**config.mk**
```make
export PLATFORM = sky130hd
export DESIGN_NAME = ram_wb_bridge
export DESIGN_NICKNAME = d
export VERILOG_FILES = /design/src/rtl/ram_wb_bridge_pkg.sv /design/src/rtl/ram_wb_bridge.sv
export SDC_FILE = /design/constraint.sdc
export NUM_CORES = 1
export LEC_CHECK = 0
export BUFFER_PORTS_ARGS = -buffer_cell sky130_fd_sc_hd__buf_2
export CAP_MARGIN = 20
export CELL_PAD_IN_SITES_DETAIL_PLACEMENT = 0
export CELL_PAD_IN_SITES_GLOBAL_PLACEMENT = 1
export CORE_ASPECT_RATIO = 1.5
export CORE_MARGIN = 3
export CORE_UTILIZATION = 42
export CTS_BUF_LIST = sky130_fd_sc_hd__clkbuf_4 sky130_fd_sc_hd__clkbuf_8
export CTS_CLUSTER_DIAMETER = 80
export DETAILED_ROUTE_END_ITERATION = 6
export PLACE_DENSITY = 0.88
export SKIP_CTS_REPAIR_TIMING = 1
export SLEW_MARGIN = 20
export SYNTH_ARGS = -nofsm -noshare
export SYNTH_HDL_FRONTEND = slang
export SYNTH_SLANG_ARGS = --single-unit
```
**constraint.sdc**
```tcl
create_clock -name clk -period 4.1 [get_ports clk]
set_input_delay 0.41 -clock clk [delete_from_list [all_inputs] [get_ports clk]]
set_output_delay 0.41 -clock clk [all_outputs]
set_load 0.05 [all_outputs]
```
**src/rtl/ram_wb_bridge_pkg.sv**
```systemverilog
// ram_wb_bridge_pkg
//   Shared definitions for ram_wb_bridge: FSM state encoding and the
//   number of byte lanes per 32-bit Wishbone word.
package ram_wb_bridge_pkg;

  typedef enum logic [1:0] {
    ST_IDLE  = 2'd0,
    ST_WRITE = 2'd1,
    ST_READ  = 2'd2,
    ST_ACK   = 2'd3
  } state_t;

  localparam int unsigned LANES = 4;

endpackage

```
**src/rtl/ram_wb_bridge.sv**
```systemverilog
// ram_wb_bridge
//   Bridges a 32-bit Wishbone slave port onto an 8-bit dual-port RAM
//   (write port 0, synchronous read port 1). Each request is serialised
//   into four byte-lane accesses; all outputs are registered.
//
//   Optional feature: define RAM_WB_BRIDGE_RDBUF_EN to add a one-word read
//   buffer that answers a repeated read of the same word in one cycle.
//
//   Ports
//     clk, reset          clock, asynchronous active-high reset
//     i_wb_adr/dat/sel/we Wishbone request (byte address, bits [1:0] unused)
//     i_wb_cyc            request valid
//     o_wb_rdt, o_wb_ack  read data, one-cycle completion strobe
//     o_csb0/addr0/din0   RAM write port (select active-low)
//     o_csb1/addr1        RAM read port (select active-low)
//     i_dout1             RAM read data, one cycle after address
module ram_wb_bridge
  import ram_wb_bridge_pkg::*;
#(
  parameter int unsigned aw = 10
) (
  input  logic          clk,
  input  logic          reset,
  input  logic [aw-1:0] i_wb_adr,
  input  logic [31:0]   i_wb_dat,
  input  logic [3:0]    i_wb_sel,
  input  logic          i_wb_we,
  input  logic          i_wb_cyc,
  output logic [31:0]   o_wb_rdt,
  output logic          o_wb_ack,
  output logic          o_csb0,
  output logic [aw-1:0] o_addr0,
  output logic [7:0]    o_din0,
  output logic          o_csb1,
  output logic [aw-1:0] o_addr1,
  input  logic [7:0]    i_dout1
);

  localparam int unsigned WAW = aw - 2;
  localparam logic [1:0]  K_LAST = 2'(LANES - 1);

  state_t          state_q;
  logic [1:0]      k_q;
  logic            tail_q;      // READ: all addresses issued, last byte pending
  logic [WAW-1:0]  adr_q;
  logic [31:0]     dat_q;
  logic [3:0]      sel_q;
  logic [23:0]     rbuf_q;      // lanes 0..2 collected before completion
  logic [31:0]     rdt_q;
  logic            ack_q;
  logic            csb0_q;
  logic [aw-1:0]   addr0_q;
  logic [7:0]      din0_q;
  logic            csb1_q;
  logic [aw-1:0]   addr1_q;

  logic [1:0]      k_inc;
  logic [1:0]      k_dec;
  logic            rd_hit;
  logic            unused_adr;

  assign k_inc      = k_q + 2'd1;
  assign k_dec      = k_q - 2'd1;
  assign unused_adr = &{1'b0, i_wb_adr[1:0]};

`ifdef RAM_WB_BRIDGE_RDBUF_EN
  // Buffer data is o_wb_rdt itself: it holds exactly the last completed
  // read, which is the word the buffer describes.
  logic           rbv_q;
  logic [WAW-1:0] rbtag_q;

  assign rd_hit = ~i_wb_we & rbv_q & (rbtag_q == i_wb_adr[aw-1:2]);

  always_ff @(posedge clk or posedge reset) begin
    if (reset) begin
      rbv_q   <= 1'b0;
      rbtag_q <= '0;
    end else if (state_q == ST_READ && tail_q) begin
      rbv_q   <= 1'b1;
      rbtag_q <= adr_q;
    end else if (state_q == ST_IDLE && i_wb_cyc && i_wb_we &&
                 rbtag_q == i_wb_adr[aw-1:2]) begin
      rbv_q   <= 1'b0;
    end
  end
`else
  assign rd_hit = 1'b0;
`endif

  always_ff @(posedge clk or posedge reset) begin
    if (reset) begin
      state_q <= ST_IDLE;
      k_q     <= '0;
      tail_q  <= 1'b0;
      adr_q   <= '0;
      dat_q   <= '0;
      sel_q   <= '0;
      rbuf_q  <= '0;
      rdt_q   <= '0;
      ack_q   <= 1'b0;
      csb0_q  <= 1'b1;
      addr0_q <= '0;
      din0_q  <= '0;
      csb1_q  <= 1'b1;
      addr1_q <= '0;
    end else begin
      ack_q <= 1'b0;
      case (state_q)
        ST_IDLE: begin
          if (i_wb_cyc) begin
            adr_q  <= i_wb_adr[aw-1:2];
            dat_q  <= i_wb_dat;
            sel_q  <= i_wb_sel;
            k_q    <= '0;
            tail_q <= 1'b0;
            if (rd_hit) begin
              state_q <= ST_ACK;
              ack_q   <= 1'b1;
            end else if (i_wb_we) begin
              state_q <= ST_WRITE;
              csb0_q  <= ~i_wb_sel[0];
              addr0_q <= {i_wb_adr[aw-1:2], 2'b00};
              din0_q  <= i_wb_dat[7:0];
            end else begin
              state_q <= ST_READ;
              csb1_q  <= 1'b0;
              addr1_q <= {i_wb_adr[aw-1:2], 2'b00};
            end
          end
        end

        ST_WRITE: begin
          if (k_q == K_LAST) begin
            csb0_q  <= 1'b1;
            state_q <= ST_ACK;
            ack_q   <= i_wb_cyc;
          end else begin
            k_q     <= k_inc;
            csb0_q  <= ~sel_q[k_inc];
            addr0_q <= {adr_q, k_inc};
            din0_q  <= dat_q[{k_inc, 3'b000} +: 8];
          end
        end

        // Addresses go out for lanes 0..3; each byte returns one cycle
        // later, so capture trails issue by one and a tail cycle collects
        // lane 3 before completing.
        ST_READ: begin
          if (tail_q) begin
            rdt_q   <= {i_dout1, rbuf_q};
            state_q <= ST_ACK;
            ack_q   <= i_wb_cyc;
          end else begin
            if (k_q != 2'd0) rbuf_q[{k_dec, 3'b000} +: 8] <= i_dout1;
            if (k_q == K_LAST) begin
              csb1_q <= 1'b1;
              tail_q <= 1'b1;
            end else begin
              k_q     <= k_inc;
              addr1_q <= {adr_q, k_inc};
            end
          end
        end

        ST_ACK: state_q <= ST_IDLE;

        default: state_q <= ST_IDLE;
      endcase
    end
  end

  assign o_wb_rdt = rdt_q;
  assign o_wb_ack = ack_q;
  assign o_csb0   = csb0_q;
  assign o_addr0  = addr0_q;
  assign o_din0   = din0_q;
  assign o_csb1   = csb1_q;
  assign o_addr1  = addr1_q;

endmodule

```
==> results of run 1 <==
-- final cells by class --
| type | count | area, sq um | area share [%] |
|---|---|---|---|
| Clock inverter | 13 | 169 | 2.33 |
| Multi-Input combinational cell | 276 | 2490 | 34.4 |
| Clock buffer | 19 | 255 | 3.52 |
| Tap cell | 192 | 240 | 3.31 |
| Timing Repair Buffer | 123 | 648 | 8.94 |
| Inverter | 9 | 38.8 | 0.535 |
| Sequential cell | 136 | 3410 | 47.0 |
-- synthesized netlist by cell type, types with 4 or more instances --
library cell / n
mux2i_1: 7
o21ai_0: 25
inv_1: 9
nor2_1: 4
nand2_1: 58
ha_1: 11
mux2_2: 124
a21oi_1: 4
mux4_2: 9
clkbuf_1: 12
dfrtp_1: 134
buf_2: 6
-- registers in the layout (all words and copies together) (netlist names), 2 cells and up --
register	count
adr_q	8
dat_q	32
k_q	2
o_addr0	10
o_addr1	10
o_din0	8
o_wb_rdt	32
rbuf_q	24
sel_q	4
state_q	2
-- per-stage QoR --
step / total power, uW / hold slack [ns] / utilization, % / std cells
global route: 7480 / 0.000812 / 51.6 / 768
CTS: 7150 / 0.175 / 51.3 / 767
finish: 7040 / -0.00757 / 51.6 / 768
detailed placement: 5950 / 0.465 / 48.3 / 735
global placement: 5810 / 0.457 / 48.3 / 735
floorplan: 5130 / 0.444 / - / 444
-- cells by family (layout without fill, tap and decap cells) --
family | count (synthesis) | after routing | synth area share [%]
muxes | 140 | 140 | 27.7
DFF | 136 | 136 | 56.5
and+or+nand+nor | 83 | 83 | 6.64
AOI/OAI and AO/OA | 42 | 42 | 4.61
buffers and inverters | 32 | 164 | 2.30
adders and majority gates | 11 | 11 | 2.28
-- worst max path at each step --
stage                           from          to  slack [ns]
after floorplan                reset    adr_q[0]        0.05
final                     state_q[0]  o_addr1[3]        1.32
after detailed placement  state_q[0]  o_addr1[8]        1.33
after global routing      state_q[0]  o_addr1[3]        1.20
after CTS                 state_q[0]  o_addr1[3]        1.30
after global placement    state_q[0]  o_addr1[5]        1.40
-- power breakdown --
group          switching, uW  internal (uW)  leakage, uW
Sequential               345           2030      0.00161
Clock                    538            632     0.000203
Combinational           2130           1370      0.00149
-- layer usage --
metal  part of all wire (%)  up-vias
met5                      0        -
met4                    1.2        0
met3                    4.5       11
met2                     54      101
met1                     40     1949
li1                       -     1803
==> impl_metrics.env, run 1 <==
export IMPL_critPathCaptureType="register"
export IMPL_fp_row_count=53
export IMPL_routed_via_density=5.03
export IMPL_syn_area_per_cell_sq_um=13.6
export IMPL_clock_path_buffers=2
export IMPL_layout_commonest_cell="dfrtp_1"
export IMPL_path_class="register to register"
export IMPL_ys_warn_count=0
export IMPL_design_die_area_sq_um=15900
export IMPL_drv_slew=0
export IMPL_initial_core_util_pct=42.9
export IMPL_grt_pass1_wl_microns=21400
export IMPL_cts_buffers=17
export IMPL_cts_tree="built"
export IMPL_outcome="complete, but fails checks"
export IMPL_cp_num_buf_inv=1
export IMPL_drive_above_1_share_pct=51.6
export IMPL_gp_congestion=0.801
export IMPL_dp_slack_ns=1.33
export IMPL_wl_microns=13000
export IMPL_syn_area_sq_um=6030
export IMPL_fin_area_sq_um=7250
export IMPL_worstPathArrival_ns=3.09
export IMPL_chipWidth_microns=104
export IMPL_rr_startpoint="state_q[0]"
export IMPL_drc=0
export IMPL_ys_types=40
export IMPL_hpwl_microns=9140
export IMPL_synth_seq_area_share_pct=56.5
export IMPL_dpl_cell_area_sq_um=6790
export IMPL_synth_seq_cells=136
export IMPL_ir_drop_mv=0.409
export IMPL_ant_nets=0
export IMPL_period_share_pct=67.8
export IMPL_maxCapViolCount=0
export IMPL_slew_headroom_pct=38.4
export IMPL_h_tree_depth=4
export IMPL_root_buffer="clkbuf_8"
export IMPL_drtIter0Drc=95
export IMPL_dr_pass1_iters=6
export IMPL_grt_use_met3_pct=4.66
export IMPL_crit_family="compound AO/OA/AOI/OAI gates"
export IMPL_rsz0062_at_grt="no"
export IMPL_power_leakage_uw=0.00331
export IMPL_r2r_end="o_addr1[3]"
export IMPL_cp_start_kind="register"
export IMPL_clkTransAtPathRegs_ns=0.08
export IMPL_worst_path_largest_cell_delay_ns=0.81
export IMPL_pin_count=121
export IMPL_synth_edff_count=0
export IMPL_hp_class="input pin to asynchronous set/reset pin"
export IMPL_worst_path_max_delay_cell="a2111oi_4"
export IMPL_synth_top_area_share_pct=55.6
export IMPL_nNetsFinal=632
export IMPL_pwr_density_cell_nw_per_um2=971
export IMPL_holdWs_ns=-0.00757
export IMPL_fmax_mhz=360
export IMPL_worstPathRequired_ns=4.41
export IMPL_overflow=0
export IMPL_syn_inst=444
export IMPL_clock_skew_ns=0.0184
export IMPL_vias=3864
export IMPL_grt_use_met2_pct=30.8
export IMPL_synthArstFlopShare_pct=100
export IMPL_finalHoldViolations=3
export IMPL_r2r_cells=5
export IMPL_syn2layout_area_growth_pct=20.2
export IMPL_wl_per_cell_microns=17.0
export IMPL_die_h_microns=153
export IMPL_path_max_fanout=18
export IMPL_clock_sinks=136
export IMPL_diodes=0
export IMPL_finalCriticalPeriod_ns=2.78
export IMPL_layout_setup_ws_ns=1.32
export IMPL_setup_viol=0
export IMPL_grt_use_total_pct=16.9
export IMPL_violations="negative hold slack"
export IMPL_nFillCells=1285
export IMPL_synth_nets=513
export IMPL_antenna_found_initial=0
export IMPL_crit_cells=5
export IMPL_fin_setup_tns_ns=0
export IMPL_yosys_area_top_type="dfrtp_1"
export IMPL_grtUsageMet1_pct=19.3
export IMPL_top_usage_layer="met2"
export IMPL_core_area_sq_um=14100
export IMPL_crit_chain="inv_1 -> ha_1 -> nor2_1 -> a2111oi_4 -> mux2_2"
export IMPL_mostFrequentLayoutCells="dfrtp_1, mux2_2, buf_2"
export IMPL_grt_pass1_vias=4210
export IMPL_synth_area_leaders="dfrtp_1, mux2_2, nand2_1, mux4_2, ha_1"
export IMPL_port_buffers=118
export IMPL_grt_max_degree=112
export IMPL_rrSetupSlack_ns=1.32
export IMPL_synth_main_ff_cell="dfrtp_1"
export IMPL_insertion_delay_ns=0.43
export IMPL_worst_pin_slew_ns=0.922
Power figures use the tool's default switching activity.
==> run 2: changes to the inputs <==
--- a/config.mk
+++ b/config.mk
@@ -11,11 +11,11 @@
 export CELL_PAD_IN_SITES_GLOBAL_PLACEMENT = 1
 export CORE_ASPECT_RATIO = 1.5
 export CORE_MARGIN = 3
-export CORE_UTILIZATION = 42
+export CORE_UTILIZATION = 46
 export CTS_BUF_LIST = sky130_fd_sc_hd__clkbuf_4 sky130_fd_sc_hd__clkbuf_8
 export CTS_CLUSTER_DIAMETER = 80
 export DETAILED_ROUTE_END_ITERATION = 6
-export PLACE_DENSITY = 0.88
+export PLACE_DENSITY = 0.91
 export SKIP_CTS_REPAIR_TIMING = 1
 export SLEW_MARGIN = 20
 export SYNTH_ARGS = -nofsm -noshare
==> constraint.sdc (replaced) <==
create_clock -name clk -period 2.9 [get_ports clk]
set_input_delay 0.29 -clock clk [delete_from_list [all_inputs] [get_ports clk]]
set_output_delay 0.29 -clock clk [all_outputs]
set_load 0.05 [all_outputs]
==> run 2 against run 1 <==
The flow now finishes without violations; sequential share of layout area is 0.27 points higher; clock power rose by 31%; first-iteration DRC count down 5.3%; final cell count fell by 4.3%; register-to-register slack worse by 0.78 ns; critical path depth grew 1; largest cell class unchanged; fmax increased by 18%; global-route usage grew 0.90 points; power grew 40%; clock-buffer cell count rose by 2; design area is 0.57% lower.
==> impl_metrics.env, run 2 (synthesis gave the netlist of run 1 again) <==
export IMPL_chipWidth_microns=99.5
export IMPL_port_buffers=118
export IMPL_syn2layout_area_growth_pct=19.5
export IMPL_root_buffer="clkbuf_8"
export IMPL_ir_drop_mv=0.838
export IMPL_hp_class="input pin to asynchronous set/reset pin"
export IMPL_seq_area_sq_um=3410
export IMPL_power_leakage_uw=0.00331
export IMPL_drc=0
export IMPL_nFillCells=1053
export IMPL_vias=3867
export IMPL_overflow=0
export IMPL_routed_via_density=5.26
export IMPL_h_tree_depth=4
export IMPL_antenna_found_initial=0
export IMPL_path_max_fanout=12
export IMPL_clock_path_buffers=2
export IMPL_critPathCaptureType="register"
export IMPL_worstPathRequired_ns=3.22
export IMPL_design_die_area_sq_um=14500
export IMPL_grt_pass1_vias=4147
export IMPL_drv_slew=0
export IMPL_fin_setup_tns_ns=0
export IMPL_drtIter0Drc=90
export IMPL_wl_per_cell_microns=16.6
export IMPL_finalHoldViolations=0
export IMPL_worst_pin_slew_ns=0.695
export IMPL_gp_congestion=0.769
export IMPL_rsz0062_at_grt="no"
export IMPL_core_area_sq_um=12600
export IMPL_rr_startpoint="k_q[1]"
export IMPL_multi_input_area_sq_um=2490
export IMPL_grt_max_degree=137
export IMPL_drive_above_1_share_pct=51.8
export IMPL_cp_start_kind="register"
export IMPL_nNetsFinal=636
export IMPL_ant_nets=0
export IMPL_initial_core_util_pct=47.7
export IMPL_period_share_pct=81.4
export IMPL_diodes=0
export IMPL_mostFrequentLayoutCells="dfrtp_1, mux2_2, buf_2"
export IMPL_grt_pass1_wl_microns=20600
export IMPL_insertion_delay_ns=0.42
export IMPL_cts_buffers=17
export IMPL_dr_pass1_iters=4
export IMPL_grt_use_total_pct=17.8
export IMPL_pwr_density_cell_nw_per_um2=1370
export IMPL_rrSetupSlack_ns=0.54
export IMPL_path_class="register to register"
export IMPL_pin_count=121
export IMPL_worstPathArrival_ns=2.67
export IMPL_outcome="complete, no violations"
export IMPL_fp_row_count=50
export IMPL_setup_viol=0
export IMPL_clock_sinks=136
export IMPL_finalCriticalPeriod_ns=2.36
export IMPL_hpwl_microns=8740
export IMPL_layout_commonest_cell="dfrtp_1"
export IMPL_r2r_cells=6
export IMPL_slew_headroom_pct=53.6
export IMPL_die_h_microns=146
export IMPL_maxCapViolCount=0
export IMPL_fmax_mhz=424
export IMPL_wl_microns=12200
export IMPL_clock_skew_ns=0.00941
export IMPL_cts_tree="built"
export IMPL_holdWs_ns=0.0809
export IMPL_r2r_end="o_din0[2]"
export IMPL_clkTransAtPathRegs_ns=0.08
-- run 2: cell types whose count changed in the layout (fill, tap and decap cells not counted), moves of 2 or more --
cell,change
clkinv_4,+2
inv_6,-4
buf_12,+2
buf_4,+3
-- run 2: layout make-up --
type / count / share of cell area (%)
flip-flops and latches: 136 / 47.2
multi-input cells: 276 / 34.5
repair buffers: 127 / 9.48
clock buffers: 21 / 3.84
well taps: 156 / 2.71
clock inverters: 10 / 1.70
inverters: 9 / 0.521
-- run 2: worst max-delay path, cell delays in order, from the launching register on --
cell     delay, ns
dfrtp_1       0.40
inv_1         0.11
ha_1          0.37
buf_4         0.29
mux4_2        0.54
mux2_2        0.28
mux2_2        0.25
-- run 2: worst max-delay path by stage --
stage / start / to / cells after the start
after floorplan: k_q[0] / o_din0[0] / 8
after global placement: k_q[1] / o_din0[2] / 6
after detailed placement: k_q[1] / o_din0[0] / 6
after CTS: k_q[1] / o_din0[0] / 6
after global routing: k_q[1] / o_din0[0] / 6
final: k_q[1] / o_din0[2] / 6
-- run 2: where the power goes --
| group | internal, uW | switching, uW |
|---|---|---|
| combinational | 1980 | 2990 |
| sequential | 2870 | 486 |
| clock | 827 | 706 |
| total | 5670 | 4190 |
-- run 2: routing by layer --
layer	track usage [%]	vias to the layer above	routed length [microns]
li1	-	1819	-
met1	21.5	1926	5020
met2	30.0	108	6280
met3	5.83	14	754
met4	5.88	0	168
met5	0	-	0
-- run 2: stage by stage --
step	area, sq um	util, %	worst slack [ns]	std cells	power, uW
detailed placement	6810	53.9	0.511	704	8440
CTS	7210	57.0	0.510	735	10000
global placement	6810	53.9	0.601	704	8250
global route	7210	57.0	0.385	735	10500
floorplan	6030	-	0.320	444	7260
finish	7210	57.0	0.541	735	9860
==> run 3: changes to the inputs <==
==> constraint.sdc (replaced) <==
create_clock -name clk -period 2.4 [get_ports clk]
set_input_delay 0.24 -clock clk [delete_from_list [all_inputs] [get_ports clk]]
set_output_delay 0.24 -clock clk [all_outputs]
set_load 0.05 [all_outputs]
==> run 3 against run 2 <==
Worst hold slack worse by 0.079 ns; combinational power is 23% higher; critical path depth stayed put; clock power is 29% higher; clock-buffer cell count stayed put; fmax is 5.7% higher; clock skew is 0.0018 ns higher; utilization is 0.58 points higher; die area stayed put; design area is 1.0% higher; global-route usage is 0.31 points lower.
==> impl_metrics.env, run 3 (synthesis gave the netlist of run 1 again) <==
export IMPL_fp_row_count=50
export IMPL_finalHoldViolations=0
export IMPL_path_max_fanout=12
export IMPL_insertion_delay_ns=0.42
export IMPL_drtIter0Drc=97
export IMPL_dr_pass1_iters=4
export IMPL_initial_core_util_pct=47.7
export IMPL_layout_commonest_cell="dfrtp_1"
export IMPL_fin_setup_tns_ns=0
export IMPL_chipWidth_microns=99.5
export IMPL_fmax_mhz=448
export IMPL_vias=3867
export IMPL_fin_util_pct=57.6
export IMPL_mostFrequentLayoutCells="dfrtp_1, mux2_2, buf_2"
export IMPL_path_class="register to register"
export IMPL_worstPathRequired_ns=2.70
export IMPL_grt_use_met3_pct=5.74
export IMPL_cts_tree="built"
export IMPL_layout_setup_ws_ns=0.167
export IMPL_finalCriticalPeriod_ns=2.23
export IMPL_clock_path_buffers=2
export IMPL_worstPathArrival_ns=2.53
export IMPL_routed_via_density=5.23
export IMPL_power_leakage_uw=0.00335
export IMPL_grt_pass1_vias=4106
export IMPL_hp_class="input pin to asynchronous set/reset pin"
export IMPL_syn2layout_area_growth_pct=20.8
export IMPL_grt_pass1_wl_microns=20200
export IMPL_setup_viol=0
export IMPL_maxCapViolCount=0
export IMPL_pin_count=121
export IMPL_wl_microns=12300
export IMPL_grt_use_total_pct=17.5
export IMPL_design_die_area_sq_um=14500
export IMPL_die_h_microns=146
export IMPL_wl_per_cell_microns=16.6
export IMPL_finalNonFillerCells=739
export IMPL_ant_nets=0
export IMPL_finalPower_uw=12100
export IMPL_antenna_found_initial=0
export IMPL_overflow=0
export IMPL_grt_max_degree=137
export IMPL_clock_sinks=136
export IMPL_r2r_cells=6
export IMPL_slew_headroom_pct=51.4
export IMPL_hpwl_microns=8710
export IMPL_drv_slew=0
export IMPL_worst_pin_slew_ns=0.729
export IMPL_top_usage_layer="met2"
export IMPL_pwr_density_cell_nw_per_um2=1670
export IMPL_root_buffer="clkbuf_8"
export IMPL_drc=0
export IMPL_grt_use_met2_pct=31.0
export IMPL_cp_start_kind="register"
export IMPL_nNetsFinal=639
export IMPL_port_buffers=118
export IMPL_clkTransAtPathRegs_ns=0.08
export IMPL_ir_drop_mv=0.838
export IMPL_rsz0062_at_grt="no"
export IMPL_critPathCaptureType="register"
export IMPL_cts_buffers=17
export IMPL_clock_skew_ns=0.0112
export IMPL_grtUsageMet1_pct=20.2
export IMPL_core_area_sq_um=12600
export IMPL_gp_congestion=0.754
export IMPL_outcome="complete, no violations"
export IMPL_h_tree_depth=4
export IMPL_period_share_pct=93.0
export IMPL_drive_above_1_share_pct=52.3
export IMPL_diodes=0
export IMPL_dp_slack_ns=0.154
export IMPL_place_inst=707
export IMPL_nFillCells=1036
==> run 3: changes by cell type in the layout (fill, tap and decap cells not counted) <==
cell / change
buf_4: +1
clkinvlp_4: +1
clkinv_4: -3
inv_6: +1
dfrtp_2: +1
dfrtp_1: -1
buf_12: +2
clkinv_2: +1
bufinv_16: +1
==> run 3: final timing paths <==
check / startpoint / to / slack, ns
setup / recovery: k_q[1] / o_din0[0] / 0.17
hold / removal: reset / dat_q[17] / 0.002
setup reg to reg: k_q[1] / o_din0[0] / 0.17
hold reg to reg: rbuf_q[1] / rbuf_q[1] / 0.48
max in group asynchronous: reset / k_q[0] / 1.83
min in group clk: i_wb_dat[28] / dat_q[28] / 0.04
==> run 3: report_power, final <==
part | internal, uW | switching [uW] | leakage (uW)
clock network | 1110 | 873 | 0.000205
logic | 2490 | 3620 | 0.00153
registers | 3470 | 588 | 0.00161
==> run 3: cell type report <==
class                   instances  area [sq um]  area share, %
flip-flops and latches        136          3410           46.8
multi-input cells             276          2490           34.2
repair buffers                130           731           10.0
clock buffers                  21           277           3.80
well taps                     156           195           2.68
clock inverters                11           148           2.03
inverters                       9          37.5          0.515
==> run 3: metrics by stage <==
step / hold WS (ns) / instance area [sq um]
3_5_place_dp: 0.465 / 6860
6_report: 0.00158 / 7280
4_1_cts: 0.00839 / 7280
2_1_floorplan: 0.376 / 6040
3_3_place_gp: 0.459 / 6860
5_1_grt: 0.00107 / 7280
==> run 3: critical path, stage by stage (launching register included) <==
cell     delay, ns
dfrtp_1       0.40
inv_1         0.11
ha_1          0.39
buf_12        0.19
mux4_2        0.50
mux2_2        0.27
mux2_2        0.26
==> run 3: layer usage <==
metal  vias up  share of wire (%)
met5         -                  0
met4         0                1.2
met3        12                5.8
met2        99                 53
met1      1936                 40
li1       1820                  -
